$ cat src/rtl/angle_spi_pkg.sv
// Shared types and constants for the angle-sensor SPI responder.
// The parity helper returns the bit that makes a word even parity.
package angle_spi_pkg;

  typedef enum logic [1:0] {IDLE, SHIFT, DONE} state_t;

  localparam int          FRAME_BITS       = 16;
  localparam logic [13:0] DEF_ANGLE_ADDR   = 14'h3FFF;
  localparam logic [13:0] DEF_MAG_ADDR     = 14'h3FFD;
  localparam logic [13:0] DEF_CLR_ERR_ADDR = 14'h0001;

  // Returns 1 when the word has an odd number of ones.
  function automatic logic even_parity16(input logic [15:0] word);
    return ^word;
  endfunction

endpackage

$ cat src/rtl/spi_input_sync.sv
// Multi-stage synchronizer for one asynchronous SPI pin.
// A final history register provides single-cycle rise/fall strobes.
module spi_input_sync #(
  parameter int STAGES = 2
) (
  input  logic clk,
  input  logic reset_n,
  input  logic din,
  output logic level,
  output logic rise,
  output logic fall
);

  logic [STAGES-1:0] sync_reg;
  logic              prev_reg;

  // Resetting to 0 means a select held low through reset never looks like a falling edge.
  always_ff @(posedge clk or negedge reset_n) begin
    if (!reset_n) begin
      sync_reg <= '0;
      prev_reg <= 1'b0;
    end else begin
      sync_reg <= (sync_reg << 1) | STAGES'(din);
      prev_reg <= sync_reg[STAGES-1];
    end
  end

  assign level = sync_reg[STAGES-1];
  assign rise  = level & ~prev_reg;
  assign fall  = ~level & prev_reg;

endmodule

$ cat src/rtl/angle_sensor_spi_slave.sv
// SPI mode-1 responder emulating a 14-bit magnetic angle sensor.
// A command received in one frame is answered during the next frame.
module angle_sensor_spi_slave
  import angle_spi_pkg::*;
#(
  parameter int          SYNC_STAGES  = 2,
  parameter logic [13:0] ANGLE_ADDR   = DEF_ANGLE_ADDR,
  parameter logic [13:0] MAG_ADDR     = DEF_MAG_ADDR,
  parameter logic [13:0] CLR_ERR_ADDR = DEF_CLR_ERR_ADDR
) (
  input  logic        clk,
  input  logic        reset_n,
  input  logic        sck_i,
  input  logic        ss_n_i,
  input  logic        mosi_i,
  output logic        miso_o,
  input  logic [13:0] angle_i,
  input  logic [13:0] magnitude_i,
  output logic [15:0] cmd_o,
  output logic        frame_done_o,
  output logic        error_o,
  output logic [2:0]  err_flags_o
);

  logic [2:0] raw_in, sync_level, sync_rise, sync_fall;
  assign raw_in = {mosi_i, ss_n_i, sck_i};

  genvar gi;
  generate
    for (gi = 0; gi < 3; gi++) begin : g_sync
      spi_input_sync #(.STAGES(SYNC_STAGES)) u_sync (
        .clk     (clk),
        .reset_n (reset_n),
        .din     (raw_in[gi]),
        .level   (sync_level[gi]),
        .rise    (sync_rise[gi]),
        .fall    (sync_fall[gi])
      );
    end
  endgenerate

  logic sck_rise, sck_fall, ss_rise, ss_fall, mosi_bit, unused_sync;
  assign sck_rise    = sync_rise[0];
  assign sck_fall    = sync_fall[0];
  assign ss_rise     = sync_rise[1];
  assign ss_fall     = sync_fall[1];
  assign mosi_bit    = sync_level[2];
  assign unused_sync = ^{sync_level[1:0], sync_rise[2], sync_fall[2]};

  state_t                  state_reg;
  logic [FRAME_BITS-1:0]   tx_shift_reg, rx_shift_reg, resp_reg;
  logic [4:0]              bit_cnt_reg;
  logic [2:0]              err_flags_reg;

  logic [2:0]  dec_flags, err_after;
  logic [13:0] dec_data;
  logic        dec_clr, resp_e;
  logic [15:0] resp_next;

  // E reports the flags including anything this frame raises, but before a clear.
  always_comb begin
    dec_flags = 3'b000;
    dec_data  = 14'h0000;
    dec_clr   = 1'b0;
    if (even_parity16(rx_shift_reg)) begin
      dec_flags = 3'b100;
    end else if (!rx_shift_reg[14]) begin
      dec_flags = 3'b010;
    end else if (rx_shift_reg[13:0] == ANGLE_ADDR) begin
      dec_data = angle_i;
    end else if (rx_shift_reg[13:0] == MAG_ADDR) begin
      dec_data = magnitude_i;
    end else if (rx_shift_reg[13:0] == CLR_ERR_ADDR) begin
      dec_data = {11'b0, err_flags_reg};
      dec_clr  = 1'b1;
    end else begin
      dec_flags = 3'b010;
    end
    err_after = err_flags_reg | dec_flags;
    resp_e    = |err_after;
    resp_next = {even_parity16({1'b0, resp_e, dec_data}), resp_e, dec_data};
  end

  always_ff @(posedge clk or negedge reset_n) begin
    if (!reset_n) begin
      state_reg     <= IDLE;
      tx_shift_reg  <= '0;
      rx_shift_reg  <= '0;
      resp_reg      <= '0;
      bit_cnt_reg   <= '0;
      err_flags_reg <= '0;
      miso_o        <= 1'b0;
      cmd_o         <= '0;
      frame_done_o  <= 1'b0;
    end else begin
      frame_done_o <= 1'b0;
      case (state_reg)
        IDLE: begin
          miso_o <= 1'b0;
          if (ss_fall) begin
            tx_shift_reg <= resp_reg;
            bit_cnt_reg  <= '0;
            state_reg    <= SHIFT;
          end
        end
        SHIFT: begin
          if (ss_rise) begin
            miso_o    <= 1'b0;
            state_reg <= DONE;
          end else begin
            if (sck_rise) begin
              miso_o       <= tx_shift_reg[FRAME_BITS-1];
              tx_shift_reg <= {tx_shift_reg[FRAME_BITS-2:0], 1'b0};
            end
            if (sck_fall) begin
              rx_shift_reg <= {rx_shift_reg[FRAME_BITS-2:0], mosi_bit};
              if (bit_cnt_reg != 5'(FRAME_BITS + 1))
                bit_cnt_reg <= bit_cnt_reg + 5'd1;
            end
          end
        end
        DONE: begin
          state_reg <= IDLE;
          if (bit_cnt_reg != 5'(FRAME_BITS)) begin
            err_flags_reg <= err_flags_reg | 3'b001;
          end else begin
            cmd_o         <= rx_shift_reg;
            frame_done_o  <= 1'b1;
            resp_reg      <= resp_next;
            err_flags_reg <= dec_clr ? 3'b000 : err_after;
          end
        end
        default: state_reg <= IDLE;
      endcase
    end
  end

  assign err_flags_o = err_flags_reg;
  assign error_o     = |err_flags_reg;

endmodule

$ cat config.mk
export PLATFORM = sky130hd
export DESIGN_NAME = angle_sensor_spi_slave
export DESIGN_NICKNAME = d
export VERILOG_FILES = /design/src/rtl/angle_spi_pkg.sv /design/src/rtl/spi_input_sync.sv /design/src/rtl/angle_sensor_spi_slave.sv
export SDC_FILE = /design/constraint.sdc
export NUM_CORES = 1
export LEC_CHECK = 0
export ABC_AREA = 1
export ABC_CLOCK_PERIOD_IN_PS = 3900
export CORE_MARGIN = 5
export CORE_UTILIZATION = 62
export CTS_BUF_LIST = sky130_fd_sc_hd__clkbuf_2 sky130_fd_sc_hd__clkbuf_4 sky130_fd_sc_hd__clkbuf_8
export DETAILED_ROUTE_END_ITERATION = 16
export PLACE_DENSITY = 0.88
export SLEW_MARGIN = 20
export SYNTH_ARGS = -nofsm -noshare
export SYNTH_HDL_FRONTEND = slang
export SYNTH_HIERARCHICAL = 1
export SYNTH_SLANG_ARGS = --single-unit
$ cat constraint.sdc
create_clock -name clk -period 3.9 [get_ports clk]
set_input_delay 0.78 -clock clk [delete_from_list [all_inputs] [get_ports clk]]
set_output_delay 0.78 -clock clk [all_outputs]
set_load 0.02 [all_outputs]
==> results.cfg, run 1 <==
[outcome]
status = complete, no violations

[floorplan]
coreArea_mm2 = 0.00679
num_io_pins = 55
die_area_mm2 = 0.00877
die_y_um = 93.6
start_util_pct = 63.8
die_width_um = 93.6
rows = 30

[layout]
area_growth_pct = 18.7
antennaDiodeCount = 0
final_cells = 688
layout_commonest_cell = nand2_1
fin_nets = 638
drive_above_1_share_pct = 5.91
final_cell_mix = nand2_1, dfrtp_1, inv_1
num-fill-cells = 496
post-route-util_pct = 75.8

[setup_path]
rr_worst_depth = 20
cp_data_required_time_ps = 4150
critPathArrivalTime_ps = 3040
start_kind = flip-flop
cp_max_fo = 15
r2r_start = rx_shift_reg[8]$_DFFE_PN0P_
worst_r2r_endpoint = resp_reg[15]$_DFFE_PN0P_
critPathKind = reg -> reg
r2r_setup_slack_ps = 1110
worstSetupStartpoint = rx_shift_reg[8]$_DFFE_PN0P_
critPathCaptureType = flip-flop
cp-endpoint = resp_reg[15]$_DFFE_PN0P_

[placed_design]
place_inst = 673
dpl.hpwl_mm = 7.24
io_buffers = 54
place.gp.congestion = 0.927

[yosys]
synth_nets = 593
netlist_area_mm2 = 0.00434
netlist_instances = 543
synth.avg_cell_area_um2 = 7.99
yosysWarnings = 6

[global_routing]
grt_util_met2_pct = 42.5
grt_max_degree = 85
gr-max-usage-layer = met2
grt_pass1_wl_mm = 17.4
globalRouteMet1Util_pct = 31.6
grt_remaining_overflow = 0
grt_pass1_vias = 3751
gr-usage-met3_pct = 4.99
antenna_found_initial = 0
grt.total_usage_pct = 25.0

[timing]
fin_skew_ps = 8.70
fin_crit_sh_pct = 71.5
max_freq_mhz = 359
worst_pin_slew_ps = 925
drv_slew = 0
rsz0062_at_grt = no
tns_ps = 0
setup_viol = 0
relSlewSlack_pct = 38.2
hold_violations = 0
finalCriticalPeriod_ps = 2790

[pwr]
power_density_mw_per_mm2 = 546
peakVddDrop_mv = 0.347
p_leak_nw = 2.42

[clock_network]
ctsLongestPathBuffers = 2
clkLatencyLatePin_ps = 360
cts_buffers = 9
htreeDepth = 3
clock-root-buffer = clkbuf_8
clkTransAtPathRegs_ps = 80
postCtsHoldBufs = 0
tritoncts = yes
ctsResizeCount = 0
cts_sinks = 84
postCtsSetupRepairBufs = 0

[detailed_routing]
ant_nets = 0
drcViolationCount = 0
detail_route.first_pass.iterations = 5
wl_per_cell_um = 15.0
vias = 3889
drtIter0Drc = 288
routed_wl_mm = 10.3
vias_per_cell = 5.65

[hold_path]
hold_path.class = reg -> reg

[run]
drv_cap = 0
worst min path at each step:
stage / from / to / slack (ps) / depth (start not counted)
6_report: g_sync[2].u_sync/sync_reg[0]$_DFF_PN0_ / g_sync[2].u_sync/sync_reg[1]$_DFF_PN0_ / 360 / 0
5_1_grt: g_sync[1].u_sync/sync_reg[0]$_DFF_PN0_ / g_sync[1].u_sync/sync_reg[1]$_DFF_PN0_ / 370 / 0
4_1_cts: g_sync[2].u_sync/sync_reg[0]$_DFF_PN0_ / g_sync[2].u_sync/sync_reg[1]$_DFF_PN0_ / 360 / 0
3_5_place_dp: g_sync[2].u_sync/sync_reg[0]$_DFF_PN0_ / g_sync[2].u_sync/sync_reg[1]$_DFF_PN0_ / 340 / 0
3_3_place_gp: g_sync[1].u_sync/sync_reg[0]$_DFF_PN0_ / g_sync[1].u_sync/sync_reg[1]$_DFF_PN0_ / 330 / 0
2_1_floorplan: g_sync[0].u_sync/sync_reg[0]$_DFF_PN0_ / g_sync[0].u_sync/sync_reg[1]$_DFF_PN0_ / 330 / 0
stage by stage:
step	setup WS [ps]	power [mW]	hold WS, ps	instance area, um2
after detailed placement	1150	2.06	341	4910
after floorplan	1790	1.84	331	4340
final	1110	2.81	358	5150
after CTS	1130	2.80	360	5140
after global placement	1250	1.99	334	4910
after global routing	855	3.01	373	5150
final cells by class:
type / count / area [um2] / area share [%]
flip-flops and latches: 84 / 2100 / 40.8
multi-input cells: 365 / 1860 / 36.1
repair buffers: 56 / 557 / 10.8
inverters: 72 / 270 / 5.25
clock buffers: 11 / 139 / 2.70
well taps: 96 / 120 / 2.33
clock inverters: 4 / 98.8 / 1.92
report_power, final:
group          leakage, nW  switching (mW)  internal, mW  total [mW]
Sequential            1.02          0.0733          1.01        1.08
Combinational         1.28           0.678         0.306       0.985
Clock                0.120           0.305         0.438       0.742
Total                 2.42            1.06          1.75        2.81
worst max-delay path, cell delays in order (launching register included):
cell	delay [ps]
dfrtp_1	400
ha_1	160
nand2_1	50
nor2_2	210
nand2_1	340
inv_2	350
nand2_1	110
nand3_1	130
nand2_1	80
a21oi_1	140
nand2_1	110
inv_2	50
nand2_1	60
nand2_1	80
nand2_1	50
nand2_1	80
inv_1	50
nand2_1	50
nand2_1	50
nand2_1	50
nand2_1	50
layer usage:
metal | routed length, um | vias up
met5 | 0 | -
met4 | 250 | 0
met3 | 637 | 33
met2 | 5210 | 147
met1 | 4240 | 1858
li1 | - | 1851
No activity file was read; power rests on OpenSTA's default activity.
==> run 2: changes to the inputs <==
- ABC_CLOCK_PERIOD_IN_PS: 3900 -> 2860
- CORE_UTILIZATION: 62 -> 58
- PLACE_DENSITY: 0.88 -> 0.83
- clock period: 3.9 -> 2.86 ns (I/O delays scaled with it)
==> results.cfg, run 2 (synthesis gave the netlist of run 1 again) <==
[layout]
fin_area_mm2 = 0.00518
area_growth_pct = 19.4
drive_above_1_share_pct = 6.39
antennaDiodeCount = 0
fin_nets = 642
layout_commonest_cell = nand2_1
final_cell_mix = nand2_1, dfrtp_1, inv_1
num-fill-cells = 577
post-route-util_pct = 71.4

[timing]
fin_skew_ps = 8.20
max_freq_mhz = 374
relSlewSlack_pct = 39.4
rsz0062_at_grt = no
fin_crit_sh_pct = 93.5
finalCriticalPeriod_ps = 2670
worst_pin_slew_ps = 907
setup_viol = 0
tns_ps = 0
hold_violations = 0
drv_slew = 0

[global_routing]
grt_remaining_overflow = 0
grt.total_usage_pct = 23.5
antenna_found_initial = 0
grt_max_degree = 63
grt_pass1_wl_mm = 16.9
grt_pass1_vias = 3736

[clock_network]
postCtsHoldBufs = 0
ctsLongestPathBuffers = 2
cts_buffers = 9
clock-root-buffer = clkbuf_8
ctsResizeCount = 0
htreeDepth = 3
clkLatencyLatePin_ps = 350
postCtsSetupRepairBufs = 0
tritoncts = yes
cts_sinks = 84
clkTransAtPathRegs_ps = 80

[setup_path]
r2r_start = rx_shift_reg[14]$_DFFE_PN0P_
cp_data_required_time_ps = 3100
start_kind = flip-flop
critPathArrivalTime_ps = 2920
r2r_setup_slack_ps = 190
cp_max_fo = 14
worst_r2r_endpoint = resp_reg[15]$_DFFE_PN0P_
rr_worst_depth = 19
critPathKind = reg -> reg
critPathCaptureType = flip-flop

[floorplan]
die_width_um = 96.5
rows = 31
num_io_pins = 55
start_util_pct = 59.8
coreArea_mm2 = 0.00725
die_y_um = 96.5
die_area_mm2 = 0.00931

[placed_design]
dpl.hpwl_mm = 7.20
placed_area_mm2 = 0.00494
place.gp.congestion = 0.888
io_buffers = 54

[pwr]
p_total_mw = 3.80
p_leak_nw = 2.44
peakVddDrop_mv = 0.529
power_density_mw_per_mm2 = 735

[detailed_routing]
vias = 3728
detail_route.first_pass.iterations = 5
drcViolationCount = 0
routed_wl_mm = 9.91
ant_nets = 0
wl_per_cell_um = 14.3
drtIter0Drc = 197
vias_per_cell = 5.37

[outcome]
status = complete, no violations

[hold_path]
hold_path.class = in -> async

[run]
drv_cap = 0
## run 2: cell types whose count changed in the layout (fill, tap and decap cells not counted), sizes merged
cell and change:
buf +4, clkbuf -1
## run 2: worst max path at each step
stage | start | endpoint | slack, ps | cells past startpoint
after detailed placement | rx_shift_reg[8]$_DFFE_PN0P_ | resp_reg[15]$_DFFE_PN0P_ | 290 | 22
after CTS | rx_shift_reg[8]$_DFFE_PN0P_ | resp_reg[15]$_DFFE_PN0P_ | 260 | 22
after global routing | rx_shift_reg[14]$_DFFE_PN0P_ | resp_reg[15]$_DFFE_PN0P_ | 20 | 19
after global placement | rx_shift_reg[8]$_DFFE_PN0P_ | resp_reg[15]$_DFFE_PN0P_ | 450 | 22
final | rx_shift_reg[14]$_DFFE_PN0P_ | resp_reg[15]$_DFFE_PN0P_ | 190 | 19
after floorplan | rx_shift_reg[4]$_DFFE_PN0P_ | resp_reg[15]$_DFFE_PN0P_ | 750 | 21
## run 2: through the flow
stage               setup slack (ps)  hold slack (ps)  instances
finish                           187              232        694
floorplan                        751              276        543
CTS                              260              242        694
global placement                 450              336        680
global route                    20.1              281        694
detailed placement               294              336        680
## run 2: power breakdown
part | switching (mW) | total, mW | internal (mW)
combinational | 0.899 | 1.32 | 0.418
sequential | 0.0995 | 1.48 | 1.38
clock | 0.414 | 1.01 | 0.596
total | 1.41 | 3.80 | 2.39
## run 2: critical path, stage by stage, from the launching register on
cell	delay, ps
dfrtp_1	610
inv_2	210
nand2_1	150
nand2_1	80
nand2_1	110
nand3_1	140
nand3_1	130
nand2_1	260
a21oi_1	250
nand2_1	80
nand2_1	70
nand2_1	60
inv_1	50
nand2_1	40
nand2_1	70
inv_1	50
nand2_1	50
nand2_1	50
nand2_1	50
nand2_1	40
## run 2: final cells by class
class | count | area (um2) | area share (%)
Sequential cell | 84 | 2100 | 40.6
Inverter | 72 | 270 | 5.22
Multi-Input combinational cell | 365 | 1860 | 35.9
Clock inverter | 4 | 98.8 | 1.91
Timing Repair Buffer | 60 | 583 | 11.3
Tap cell | 99 | 124 | 2.39
Clock buffer | 10 | 138 | 2.66
## run 2: metal layers
| metal | wire, um | track usage [%] | up-vias |
|---|---|---|---|
| met3 | 541 | 4.57 | 26 |
| met5 | 0 | 0 | - |
| met4 | 280 | 10.5 | 0 |
| li1 | - | - | 1846 |
| met1 | 4290 | 30.5 | 1748 |
| met2 | 4790 | 38.0 | 108 |
